**config.mk**
```make
export PLATFORM = sky130hd
export DESIGN_NAME = mem_arbiter
export DESIGN_NICKNAME = d
export VERILOG_FILES = /design/src/rtl/mem_arbiter.sv
export SDC_FILE = /design/constraint.sdc
export NUM_CORES = 1
export LEC_CHECK = 0
export ABC_AREA = 1
export CELL_PAD_IN_SITES_DETAIL_PLACEMENT = 0
export CELL_PAD_IN_SITES_GLOBAL_PLACEMENT = 1
export CORE_AREA = 2 2 188 190
export CTS_CLUSTER_SIZE = 20
export DETAILED_ROUTE_END_ITERATION = 12
export DIE_AREA = 0 0 190 192
export PLACE_DENSITY_LB_ADDON = 0.1
export RECOVER_POWER = 25
export SLEW_MARGIN = 20
export SYNTH_ARGS = -nofsm -noshare
export SYNTH_HDL_FRONTEND = slang
export SYNTH_SLANG_ARGS = --single-unit
export TNS_END_PERCENT = 50
```
**constraint.sdc**
```tcl
create_clock -name clk -period 6.74 [get_ports clk]
set_clock_uncertainty 0.05 [all_clocks]
set_input_delay 1.011 -clock clk [delete_from_list [all_inputs] [get_ports clk]]
set_output_delay 1.011 -clock clk [all_outputs]
set_load 0.01 [all_outputs]
```
**src/rtl/mem_arbiter.sv**
```systemverilog
// Byte-wide RAM port sequencer for the instruction fetch (IF) and load/store buffer (LS) requesters.
// Latency: read of N bytes gives done N+1 cycles after the grant edge; write of N bytes gives done N cycles after it.
// Backpressure: requests are held until done, IO stores wait while io_buffer_full=1, and rdy=0 freezes every register.
//
// Ports:
//   clk, reset (async, active-high), rdy (global enable)
//   if_req/if_addr -> if_done/if_data             : 32-bit little-endian fetch
//   ls_req/ls_wr/ls_addr/ls_size/ls_wdata -> ls_done/ls_rdata : 1/2/4-byte load/store
//   flush                                          : aborts an in-flight fetch
//   io_buffer_full                                 : blocks stores to addresses >= IO_BASE
//   mem_wr/mem_a/mem_dout/mem_din                  : byte-wide RAM/IO port (mem_din one cycle after mem_a)
module mem_arbiter #(
    parameter int                    ADDR_WIDTH = 32,
    parameter logic [ADDR_WIDTH-1:0] IO_BASE    = 'h30000
) (
    input  logic                  clk,
    input  logic                  reset,
    input  logic                  rdy,
    input  logic                  if_req,
    input  logic [ADDR_WIDTH-1:0] if_addr,
    output logic                  if_done,
    output logic [31:0]           if_data,
    input  logic                  ls_req,
    input  logic                  ls_wr,
    input  logic [ADDR_WIDTH-1:0] ls_addr,
    input  logic [1:0]            ls_size,
    input  logic [31:0]           ls_wdata,
    output logic                  ls_done,
    output logic [31:0]           ls_rdata,
    input  logic                  flush,
    input  logic                  io_buffer_full,
    output logic                  mem_wr,
    output logic [ADDR_WIDTH-1:0] mem_a,
    output logic [7:0]            mem_dout,
    input  logic [7:0]            mem_din
);

    typedef enum logic [1:0] {IDLE, READ, WRITE} state_t;

    localparam logic OWN_IF = 1'b0;
    localparam logic OWN_LS = 1'b1;

    // Registered state
    state_t                state_q,    state_n;
    logic                  owner_q,    owner_n;
    logic                  last_ls_q,  last_ls_n;
    logic [ADDR_WIDTH-1:0] addr_q,     addr_n;
    logic [2:0]            nb_q,       nb_n;
    logic [2:0]            cnt_q,      cnt_n;
    logic [31:0]           wdata_q,    wdata_n;
    logic [31:0]           rbuf_q,     rbuf_n;
    logic [ADDR_WIDTH-1:0] mem_a_q,    mem_a_n;
    logic [7:0]            mem_dout_q, mem_dout_n;
    logic                  mem_wr_q,   mem_wr_n;
    logic                  if_done_q,  if_done_n;
    logic [31:0]           if_data_q,  if_data_n;
    logic                  ls_done_q,  ls_done_n;
    logic [31:0]           ls_rdata_q, ls_rdata_n;

    // The RAM keeps reading while we are frozen, so the byte that was on
    // mem_din when the freeze began would be overwritten by the time we
    // resume. Keep a copy and use it on the first edge after the freeze.
    logic                  stall_q;
    logic [7:0]            din_sav_q;
    logic [7:0]            din_eff;

    logic [1:0]            lane_rd;
    logic [1:0]            lane_wr;
    logic [31:0]           rbuf_cap;
    logic [7:0]            wbyte_next;
    logic [ADDR_WIDTH-1:0] addr_next;
    logic                  ls_io_blocked;
    logic                  if_elig;
    logic                  ls_elig;
    logic                  grant_ls;
    logic                  grant_if;
    logic [2:0]            ls_nb;

    always_comb begin
        din_eff       = stall_q ? din_sav_q : mem_din;
        // Byte arriving now belongs to the address issued one cycle earlier.
        lane_rd       = cnt_q[1:0] - 2'd1;
        lane_wr       = cnt_q[1:0] + 2'd1;
        rbuf_cap      = rbuf_q | ({24'h0, din_eff} << {lane_rd, 3'b000});
        addr_next     = addr_q + ADDR_WIDTH'(cnt_q + 3'd1);
        case (lane_wr)
            2'd0:    wbyte_next = wdata_q[7:0];
            2'd1:    wbyte_next = wdata_q[15:8];
            2'd2:    wbyte_next = wdata_q[23:16];
            default: wbyte_next = wdata_q[31:24];
        endcase
        case (ls_size)
            2'b00:   ls_nb = 3'd1;
            2'b01:   ls_nb = 3'd2;
            default: ls_nb = 3'd4;
        endcase
        // A requester sees its done pulse in the same cycle it drops req,
        // so a still-high req during done must not start a second access.
        ls_io_blocked = ls_wr && (ls_addr >= IO_BASE) && io_buffer_full;
        if_elig       = if_req && !if_done_q && !flush;
        ls_elig       = ls_req && !ls_done_q && !ls_io_blocked;
        grant_ls      = ls_elig && (!if_elig || !last_ls_q);
        grant_if      = if_elig && !grant_ls;
    end

    always_comb begin
        state_n    = state_q;
        owner_n    = owner_q;
        last_ls_n  = last_ls_q;
        addr_n     = addr_q;
        nb_n       = nb_q;
        cnt_n      = cnt_q;
        wdata_n    = wdata_q;
        rbuf_n     = rbuf_q;
        mem_a_n    = mem_a_q;
        mem_dout_n = mem_dout_q;
        mem_wr_n   = 1'b0;
        if_done_n  = 1'b0;
        if_data_n  = if_data_q;
        ls_done_n  = 1'b0;
        ls_rdata_n = ls_rdata_q;

        case (state_q)
            IDLE: begin
                if (grant_ls) begin
                    owner_n   = OWN_LS;
                    last_ls_n = 1'b1;
                    addr_n    = ls_addr;
                    nb_n      = ls_nb;
                    wdata_n   = ls_wdata;
                    rbuf_n    = 32'h0;
                    cnt_n     = 3'd0;
                    mem_a_n   = ls_addr;
                    if (ls_wr) begin
                        state_n    = WRITE;
                        mem_wr_n   = 1'b1;
                        mem_dout_n = ls_wdata[7:0];
                    end else begin
                        state_n = READ;
                    end
                end else if (grant_if) begin
                    owner_n   = OWN_IF;
                    last_ls_n = 1'b0;
                    addr_n    = if_addr;
                    nb_n      = 3'd4;
                    rbuf_n    = 32'h0;
                    cnt_n     = 3'd0;
                    mem_a_n   = if_addr;
                    state_n   = READ;
                end
            end

            READ: begin
                if (owner_q == OWN_IF && flush) begin
                    // Drop the fetch silently; if_data keeps its old value.
                    state_n = IDLE;
                    cnt_n   = 3'd0;
                end else begin
                    if (cnt_q != 3'd0)
                        rbuf_n = rbuf_cap;
                    if (cnt_q == nb_q) begin
                        state_n = IDLE;
                        cnt_n   = 3'd0;
                        if (owner_q == OWN_IF) begin
                            if_done_n = 1'b1;
                            if_data_n = rbuf_cap;
                        end else begin
                            ls_done_n  = 1'b1;
                            ls_rdata_n = rbuf_cap;
                        end
                    end else begin
                        cnt_n = cnt_q + 3'd1;
                        // Last address stays on mem_a while the final byte returns.
                        if ((cnt_q + 3'd1) < nb_q)
                            mem_a_n = addr_next;
                    end
                end
            end

            WRITE: begin
                if (cnt_q == nb_q - 3'd1) begin
                    state_n   = IDLE;
                    cnt_n     = 3'd0;
                    ls_done_n = 1'b1;
                end else begin
                    cnt_n      = cnt_q + 3'd1;
                    mem_a_n    = addr_next;
                    mem_dout_n = wbyte_next;
                    mem_wr_n   = 1'b1;
                end
            end

            default: begin
                state_n = IDLE;
                cnt_n   = 3'd0;
            end
        endcase
    end

    always_ff @(posedge clk or posedge reset) begin
        if (reset) begin
            state_q    <= IDLE;
            owner_q    <= OWN_IF;
            last_ls_q  <= 1'b0;
            addr_q     <= '0;
            nb_q       <= 3'd0;
            cnt_q      <= 3'd0;
            wdata_q    <= 32'h0;
            rbuf_q     <= 32'h0;
            mem_a_q    <= '0;
            mem_dout_q <= 8'h0;
            mem_wr_q   <= 1'b0;
            if_done_q  <= 1'b0;
            if_data_q  <= 32'h0;
            ls_done_q  <= 1'b0;
            ls_rdata_q <= 32'h0;
            stall_q    <= 1'b0;
            din_sav_q  <= 8'h0;
        end else begin
            stall_q <= !rdy;
            if (!rdy && !stall_q)
                din_sav_q <= mem_din;
            if (rdy) begin
                state_q    <= state_n;
                owner_q    <= owner_n;
                last_ls_q  <= last_ls_n;
                addr_q     <= addr_n;
                nb_q       <= nb_n;
                cnt_q      <= cnt_n;
                wdata_q    <= wdata_n;
                rbuf_q     <= rbuf_n;
                mem_a_q    <= mem_a_n;
                mem_dout_q <= mem_dout_n;
                mem_wr_q   <= mem_wr_n;
                if_done_q  <= if_done_n;
                if_data_q  <= if_data_n;
                ls_done_q  <= ls_done_n;
                ls_rdata_q <= ls_rdata_n;
            end
        end
    end

    assign mem_wr   = mem_wr_q && rdy;
    assign mem_a    = mem_a_q;
    assign mem_dout = mem_dout_q;
    assign if_done  = if_done_q;
    assign if_data  = if_data_q;
    assign ls_done  = ls_done_q;
    assign ls_rdata = ls_rdata_q;

endmodule

```
Yosys cells after proc, flatten, opt, wreduce, memory -nomap -nowiden
Index checks and enable logic that the tools add are counted.
Storage, ports and cells
  bits in registers: 221
  input bits: 114
  output and inout bits: 107
  word-level logic and storage cells: 132
Cells by class
  add/subtract/negate cells: 6
  $lt $le $gt $ge: 2
  equal/unequal tests: 17
  shift operators: 1
  mux-type cells: 49
  bitwise operators: 3
  reductions and logical operators: 38
Operators with widths (count)
  32-bit 2-to-1 mux: 10
  32-bit one-hot mux with 3 select lines: 1
  32-bit one-hot mux with 2 select lines: 1
  32-bit by 4-bit adder with 32-bit output: 1
  32-bit by 18-bit greater-or-equal comparator with 1-bit output, second input constant: 1
  8-bit 2-to-1 mux: 4
  32-bit bitwise OR: 1
  8-bit by 5-bit left shift with 32-bit output: 1
  8-bit one-hot mux with 3 select lines: 1
  3-bit 2-to-1 mux: 7
  5-bit AND reduction: 4
  2-bit != test, second input constant: 8
  8-bit one-hot mux with 2 select lines: 1
  1-bit 2-to-1 mux: 13
  2-bit 2-to-1 mux: 6
  1-bit logical AND: 11
  1-bit zero test: 9
  3-bit one-hot mux with 3 select lines: 1
  7-bit AND reduction: 1
  2-bit by 1-bit equality test with 1-bit output, second input constant: 3
  3-bit equality test: 2
  2-bit zero test: 3
  3-bit != test, second input constant: 2
  2-bit one-hot mux with 3 select lines: 1
  16 further kinds: 23

Longest topological paths before layout
Gate-level depths: netlist of the first run.
  depth in word-level cells: 11
  depth in mapped cells: 18
  mapped depth without buffers: 17

Worst setup path after synthesis of the first run
No wires, ideal clock.
  path type: register -> register
  from: reg cnt_q[0]
  to: reg mem_a_q[0], in the netlist mem_a[0]
  arrival: 2.390 ns
  setup slack: 4.183 ns
  stages on the path, launching flop included: 14
  path buffers: 2
  path through: dfrtp_1 clkbuf_1 clkinv_1 ha_1 ha_1 nand2_1 o21ai_0 nand2_1 nand2_1 nor2_1 nand4_1 buf_2 nand2_1 nand2_1
On the way
  word-level cells in the longest chain between the ends: 6
  elaborated cells between the ends (all ways): 15
  classes of those cells: add/sub: 3; order compare: 1; eq/ne: 5; mux: 5; reduce/logical: 1
Ends and longest elaborated chain
  start, declared: line 49  | logic [2:0] cnt_q, cnt_n;
  start signal, assigned: line 229  | cnt_q <= cnt_n;
  3-bit by 1-bit adder with 4-bit output: line 85  | addr_next = addr_q + ADDR_WIDTH'(cnt_q + 3'd1);
  32-bit by 4-bit adder with 32-bit output: line 85
  32-bit 2-to-1 mux: line 174  | if ((cnt_q + 3'd1) < nb_q)
  32-bit 2-to-1 mux: line 161  | if (cnt_q == nb_q) begin
  32-bit 2-to-1 mux: line 154  | if (owner_q == OWN_IF && flush) begin
  32-bit one-hot mux with 3 select lines: line 123  | case (state_q)
  end signal, assigned: line 232  | mem_a_q <= mem_a_n;
  end, declared: line 52  | logic [ADDR_WIDTH-1:0] mem_a_q, mem_a_n;
Parallel ways exist; a longest one is shown, timed or not. The select of a mux whose other input is x is not followed.
A chain may end at the register's enable or synchronous reset.

==> reports/qor.csv, run 1 <==
metric,value,unit
status,finished with violations,
violations,"capacitance limit, slew limit",
drc,0,
hold_violations,0,
ys_warn_count,0,
crit_path_end_kind,asynchronous set/reset pin,
syn_nets,1707,
die_w,190,um
design.die.area,36500,sq um
pre_cts_slack,2.31,ns
seqPwrFrac,0.341,
io_buffers,220,
hold_depth,2,
placed_cells_incl_taps,2196,
net-switching-power,2.51,mW
power,6.27,mW
finalCriticalPeriod,4.53,ns
tritoncts,built,
cp.buffers_inverters,4,
path_class,input pin to asynchronous set/reset pin,
reg2reg_to,mem_a[11],
synthCells,1576,
wirelength,36.5,mm
r2r_slack,2.77,ns
rsz0062_at_grt,no,
pwr-share-comb,0.412,
clk_pin_slew,0.06,ns
place_area,14100,sq um
multi_input_area,5060,sq um
initial_core_util,0.336,
antenna_found_initial,2,
cpPeakStageDelay,2.44,ns
vdd_drop_max,0.211,mV
syn_to_final_growth,30.5,%
setup_tns,0,ns
rows,68,
critPathLaunchType,input pin,
grt.met2_usage,0.336,
path_cells,dlygate4sd3_1 -> clkinvlp_2 -> clkbuf_1 -> buf_4,
critPathSlowestCell,clkbuf_1,
grt_pass1_wl,58.3,mm
vias,10625,
relSlewSlack,-1.32,
grt_usage,0.202,
synthFlopType,dfrtp_1,
fin_cells,2247,
synthArstFlopShare,1.00,
synthTopCellsByArea,"dfrtp_1, nand2_1, o21ai_0",
ys_ff_latch,221,
cap_violations,2,
p_leak,7.35,nW
arrival,5.09,ns
fin_crit_sh,0.673,
dr.pass1.iters,5,
ant_nets,0,
seq_area_frac_synth,0.480,
nFillCells,3558,
fmax,221,MHz
final_util,0.439,
grt_max_degree,75,
grt-busiest-layer,met2,
gp_congestion,0.815,
clk_latency,0.54,ns
core_area,34300,sq um
die-height,192,um
ys_types,29,
io_pins,221,
synth.top_cell.area_share,0.480,
p_int,3.76,mW
worst_hold_slack,0.419,ns
avgSynthCellArea,7.31,sq um
power_density,417,nW/um^2
synth_area_leader_cell,dfrtp_1,
grt_overflow,0,
grt_pass1_vias,10492,
path_depth,4,
swShare,0.401,
post_cts_buffers,0,
cts_buffers,27,
seq_area,5530,sq um
setup_slack,2.21,ns
worstMarginPinSlew,3.48,ns
gr-usage-met1,0.275,
crit_family,buffers and inverters,
drt_iter0_drc,698,
stdcell_area,15000,sq um
setup_viol,0,
cp.required,7.29,ns
clockBufferDepth,3,
path_max_fanout,61,
hold_buffers,0,
hold_path_end,wdata_q[31],
cts.htree.levels,1,
worstHoldPathType,register to register,
wire_per_inst,16.3,um
reg2reg_depth,13,
use_met3,0.0305,
hpwl,26.2,mm
clkPwrFrac,0.247,
r2r_start,cnt_q[0],
netlist_area,11500,sq um
cts_sinks,221,
cts-root-buf,clkbuf_16,
nNetsFinal,1901,
synth_edf_count,0,
final_max_slew_viol_count,103,
cts_resized,0,
via_per_inst,4.73,
holdCritStartpoint,wdata_q[31],
drive_gt1_frac,0.0419,
## final cells by class
type,instances,share of cell area
flip-flops and latches,221,0.368
multi-input cells,1116,0.336
repair buffers,235,0.153
clock buffers,30,0.0463
inverters,169,0.0422
well taps,455,0.0378
clock inverters,20,0.0163
diodes,1,0.000166
## cells by family (layout without fill, tap and decap cells)
| logic type | after synthesis | count (layout) | share of synthesized area |
|---|---|---|---|
| adder cells (fa/ha/maj) | 17 | 17 | 0.0191 |
| buffers and inverters | 239 | 454 | 0.0824 |
| AND/OR/NAND/NOR | 892 | 892 | 0.318 |
| AO/OA/AOI/OAI | 201 | 201 | 0.0959 |
| flip-flops | 221 | 221 | 0.480 |
| XOR/XNOR | 6 | 6 | 0.00456 |
| other | 0 | 1 | 0 |
## how the worst max path moves through the flow
stage                     startpoint          to  slack (ns)
after CTS                   cnt_q[0]   mem_a[11]        2.67
final                          reset  addr_q[19]        2.21
after floorplan                reset   addr_q[0]        2.80
after global routing           reset   mem_a[20]        1.50
after global placement        if_req  addr_q[30]        2.43
after detailed placement      if_req  addr_q[13]        2.31
## placed cells by master (no fill, tap or decap), types with 4 or more instances in the layout
cell | Yosys | routed
nand2_1 | 622 | 621
dfrtp_1 | 221 | 221
clkdlybuf4s50_1 | 0 | 218
inv_1 | 165 | 164
o21ai_0 | 132 | 132
nand3_1 | 120 | 119
nor2_1 | 103 | 103
o21bai_1 | 32 | 32
clkbuf_16 | 0 | 27
a21oi_1 | 22 | 22
nand3b_1 | 20 | 20
ha_1 | 16 | 16
buf_4 | 6 | 13
nand4_1 | 10 | 10
o22ai_1 | 9 | 9
clkinv_2 | 0 | 9
nor3_1 | 8 | 8
xor2_1 | 6 | 6
bufinv_16 | 0 | 5
o21ai_1 | 4 | 4
clkinvlp_4 | 0 | 4
clkbuf_1 | 40 | 4
## worst register-to-register path: stages, from the launching register on
cell and delay, ns:
dfrtp_1 0.63, clkinv_1 0.49, ha_1 0.45, buf_4 0.25, ha_1 0.27, nand2_1 0.06, o21ai_0 0.07, nand2_1 0.06
nand2_1 0.05, nor2_1 0.13, nand4_1 0.70, buf_4 0.51, nand2_1 0.11, nand2_1 0.05
## synth_stat cells, drive strengths merged, types with 6 or more instances
| master | n |
|---|---|
| nor2 | 107 |
| nand2 | 625 |
| o21ai | 136 |
| buf | 30 |
| dfrtp | 221 |
| ha | 16 |
| clkbuf | 40 |
| nand3 | 122 |
| nand4 | 10 |
| inv | 167 |
| nor3 | 8 |
| nand3b | 20 |
| o21bai | 32 |
| xor2 | 6 |
| a21oi | 22 |
| o22ai | 9 |
## sequential cells by signal, indices dropped and copies added, names as in the netlist
name,cells
state_q,2
addr_q,32
last_ls_q,1
if_done,1
nb_q,3
ls_rdata,32
mem_wr_q,1
cnt_q,3
if_data,32
wdata_q,32
mem_dout,8
din_sav_q,8
stall_q,1
mem_a,32
rbuf_q,32
ls_done,1
## layer usage
layer  up-vias  part of all wire
li1       5323                 -
met1      5003              0.47
met2       239              0.46
met3        58             0.043
met4         2             0.026
met5         -           0.00036
## power by group through the flow
stage	sequential, mW	clock, mW	combinational (mW)
after floorplan	2.17	0	1.49
after global placement	2.16	0	2.60
after detailed placement	2.16	0	2.62
after CTS	2.14	1.59	2.63
after global routing	2.20	1.65	2.94
final	2.14	1.55	2.59
(Power assumes the default switching activity.)
==> run 2, diff against run 1 <==
- CORE_AREA: 2 2 188 190 -> 2 2 178 180
- DIE_AREA: 0 0 190 192 -> 0 0 180 182
- clock period: 6.74 -> 4.2 ns (I/O delays scaled with it)
==> run 2 against run 1 <==
Compared with the run above:
- the run still ends with capacitance limit, slew limit left
- hold slack got worse by 0.0013 ns
- cell count decreased by 2.0%
- clock power increased by 46%
- register-to-register slack got worse by 1.7 ns
- sequential share of layout area increased by 0.14 points
- first-iteration DRC count decreased by 11%
- critical path type unchanged
- critical endpoint is now addr_q[14]
- largest power group unchanged
- highest routed layer is now met4
==> reports/qor.csv, run 2 (synthesis results as in run 1) <==
metric,value,unit,change
critPathLaunchType,input pin,,
final_common_cell,nand2_1,,
initial_core_util,0.372,,+0.0358
antenna_found_initial,0,,-2
relSlewSlack,-0.186,,+1.13
seq_area,5530,sq um,unchanged
path_class,input pin to asynchronous set/reset pin,,
final_cell_mix,"nand2_1, dfrtp_1, clkdlybuf4s50_1",,
fmax,315,MHz,
final_util,0.484,,+0.0449
rsz0062_at_grt,no,,
critPathSlowestCell,clkbuf_2,,
cp.required,4.46,ns,-2.83 ns
ant_nets,0,,unchanged
gp_congestion,0.862,,+5.8%
r2r_slack,1.11,ns,-1.66 ns
die_w,180,um,-5.3%
reg2reg_to,mem_a[30],,
dr.pass1.iters,5,,unchanged
hpwl,24.9,mm,-4.9%
grt_max_degree,71,,-5.3%
cts.htree.levels,1,,unchanged
nNetsFinal,1909,,+0.42%
crit_start,reset,,
worstHoldPathType,register to register,,
r2r_start,cnt_q[1],,
cts_resized,0,,unchanged
grt_pass1_wl,57.3,mm,-1.7%
post_cts_buffers,0,,unchanged
multi_input_area,5050,sq um,about the same
worst_hold_slack,0.418,ns,-0.00135 ns
path_max_fanout,65,,+6.6%
design.die.area,32800,sq um,-10%
grt_overflow,0,,unchanged
setup_viol,0,,unchanged
drc,0,,unchanged
fin_crit_sh,0.756,,
clockBufferDepth,3,,unchanged
hold_buffers,0,,unchanged
drive_gt1_frac,0.0456,,+0.00370
drt_iter0_drc,621,,-11%
cts-root-buf,clkbuf_16,,
power,9.87,mW,+57%
violations,"capacitance limit, slew limit",,
vdd_drop_max,0.331,mV,+57%
power_density,659,nW/um^2,+58%
rows,65,,-4.4%
io_buffers,220,,unchanged
stdcell_area,15000,sq um,-0.37%
reg2reg_depth,14,,+1
via_per_inst,4.82,,+1.8%
hold_depth,2,,unchanged
cts_sinks,221,,unchanged
cap_violations,2,,unchanged
final_max_slew_viol_count,137,,+33%
grt_pass1_vias,10701,,+2.0%
tritoncts,built,,
clk_pin_slew,0.06,ns,about the same
placed_cells_incl_taps,2151,,-2.0%
die-height,182,um,-5.2%
antenna_cells,0,,-1
critPathCapture,addr_q[14],,
crit_path_end_kind,asynchronous set/reset pin,,
wirelength,34.9,mm,-4.3%
core_area,31000,sq um,-9.6%
cts_buffers,27,,unchanged
setup_slack,1.02,ns,-1.18 ns
io_pins,221,,unchanged
nFillCells,3189,,-10%
vias,10599,,-0.24%
status,finished with violations,,
pre_cts_slack,0.950,ns,-1.36 ns
path_cells,dlygate4sd3_1 -> clkinvlp_2 -> clkbuf_2,,
wire_per_inst,15.9,um,-2.3%
arrival,3.44,ns,-1.65 ns
grt_usage,0.216,,+0.0140
setup_tns,0,ns,unchanged
p_leak,7.37,nW,+0.26%
worstMarginPinSlew,1.78,ns,-1.70 ns
syn_to_final_growth,30.0,%,
cpPeakStageDelay,1.43,ns,-1.01 ns
finalCriticalPeriod,3.18,ns,
place_area,14100,sq um,+0.31%
clk_latency,0.54,ns,about the same
fin_cells,2201,,-2.0%
hold_violations,0,,unchanged
==> run 2: changes by cell type in the layout (fill, tap and decap cells not counted), sizes merged <==
cell	delta
clkinvlp	-3
diode	-1
bufinv	-4
inv	-1
buf	+8
clkbuf	+8
==> run 2: worst min path at each step <==
stage / startpoint / to
after floorplan: wdata_q[10] / wdata_q[10]
after global placement: wdata_q[22] / wdata_q[22]
after detailed placement: mem_dout[1] / mem_dout[1]
after CTS: wdata_q[29] / wdata_q[29]
after global routing: rbuf_q[22] / rbuf_q[22]
final: wdata_q[29] / wdata_q[29]
==> run 2: per-layer routing <==
layer / GRT usage / part of all wire / vias up
met2: 0.365 / 0.47 / 239
met4: 0.0517 / 0.018 / 0
met3: 0.0299 / 0.045 / 36
met5: 0 / 0 / -
li1: - / - / 5351
met1: 0.295 / 0.46 / 4973
==> run 2: where the power goes <==
| group | internal [mW] | leakage [nW] | total, mW | switching [mW] |
|---|---|---|---|---|
| combinational | 1.66 | 4.06 | 4.18 | 2.52 |
| clock | 1.35 | 0.436 | 2.27 | 0.921 |
| sequential | 2.90 | 2.88 | 3.42 | 0.523 |
==> run 2: area by class of cell <==
cell class,instances,area share
Multi-Input combinational cell,1116,0.337
Timing Repair Buffer,243,0.160
Sequential cell,221,0.369
Clock inverter,12,0.00634
Tap cell,402,0.0336
Clock buffer,38,0.0518
Inverter,169,0.0424
==> run 2: critical path, delay by kind of cell <==
family   cells  cell delay (ns)
buf+inv      3             2.75
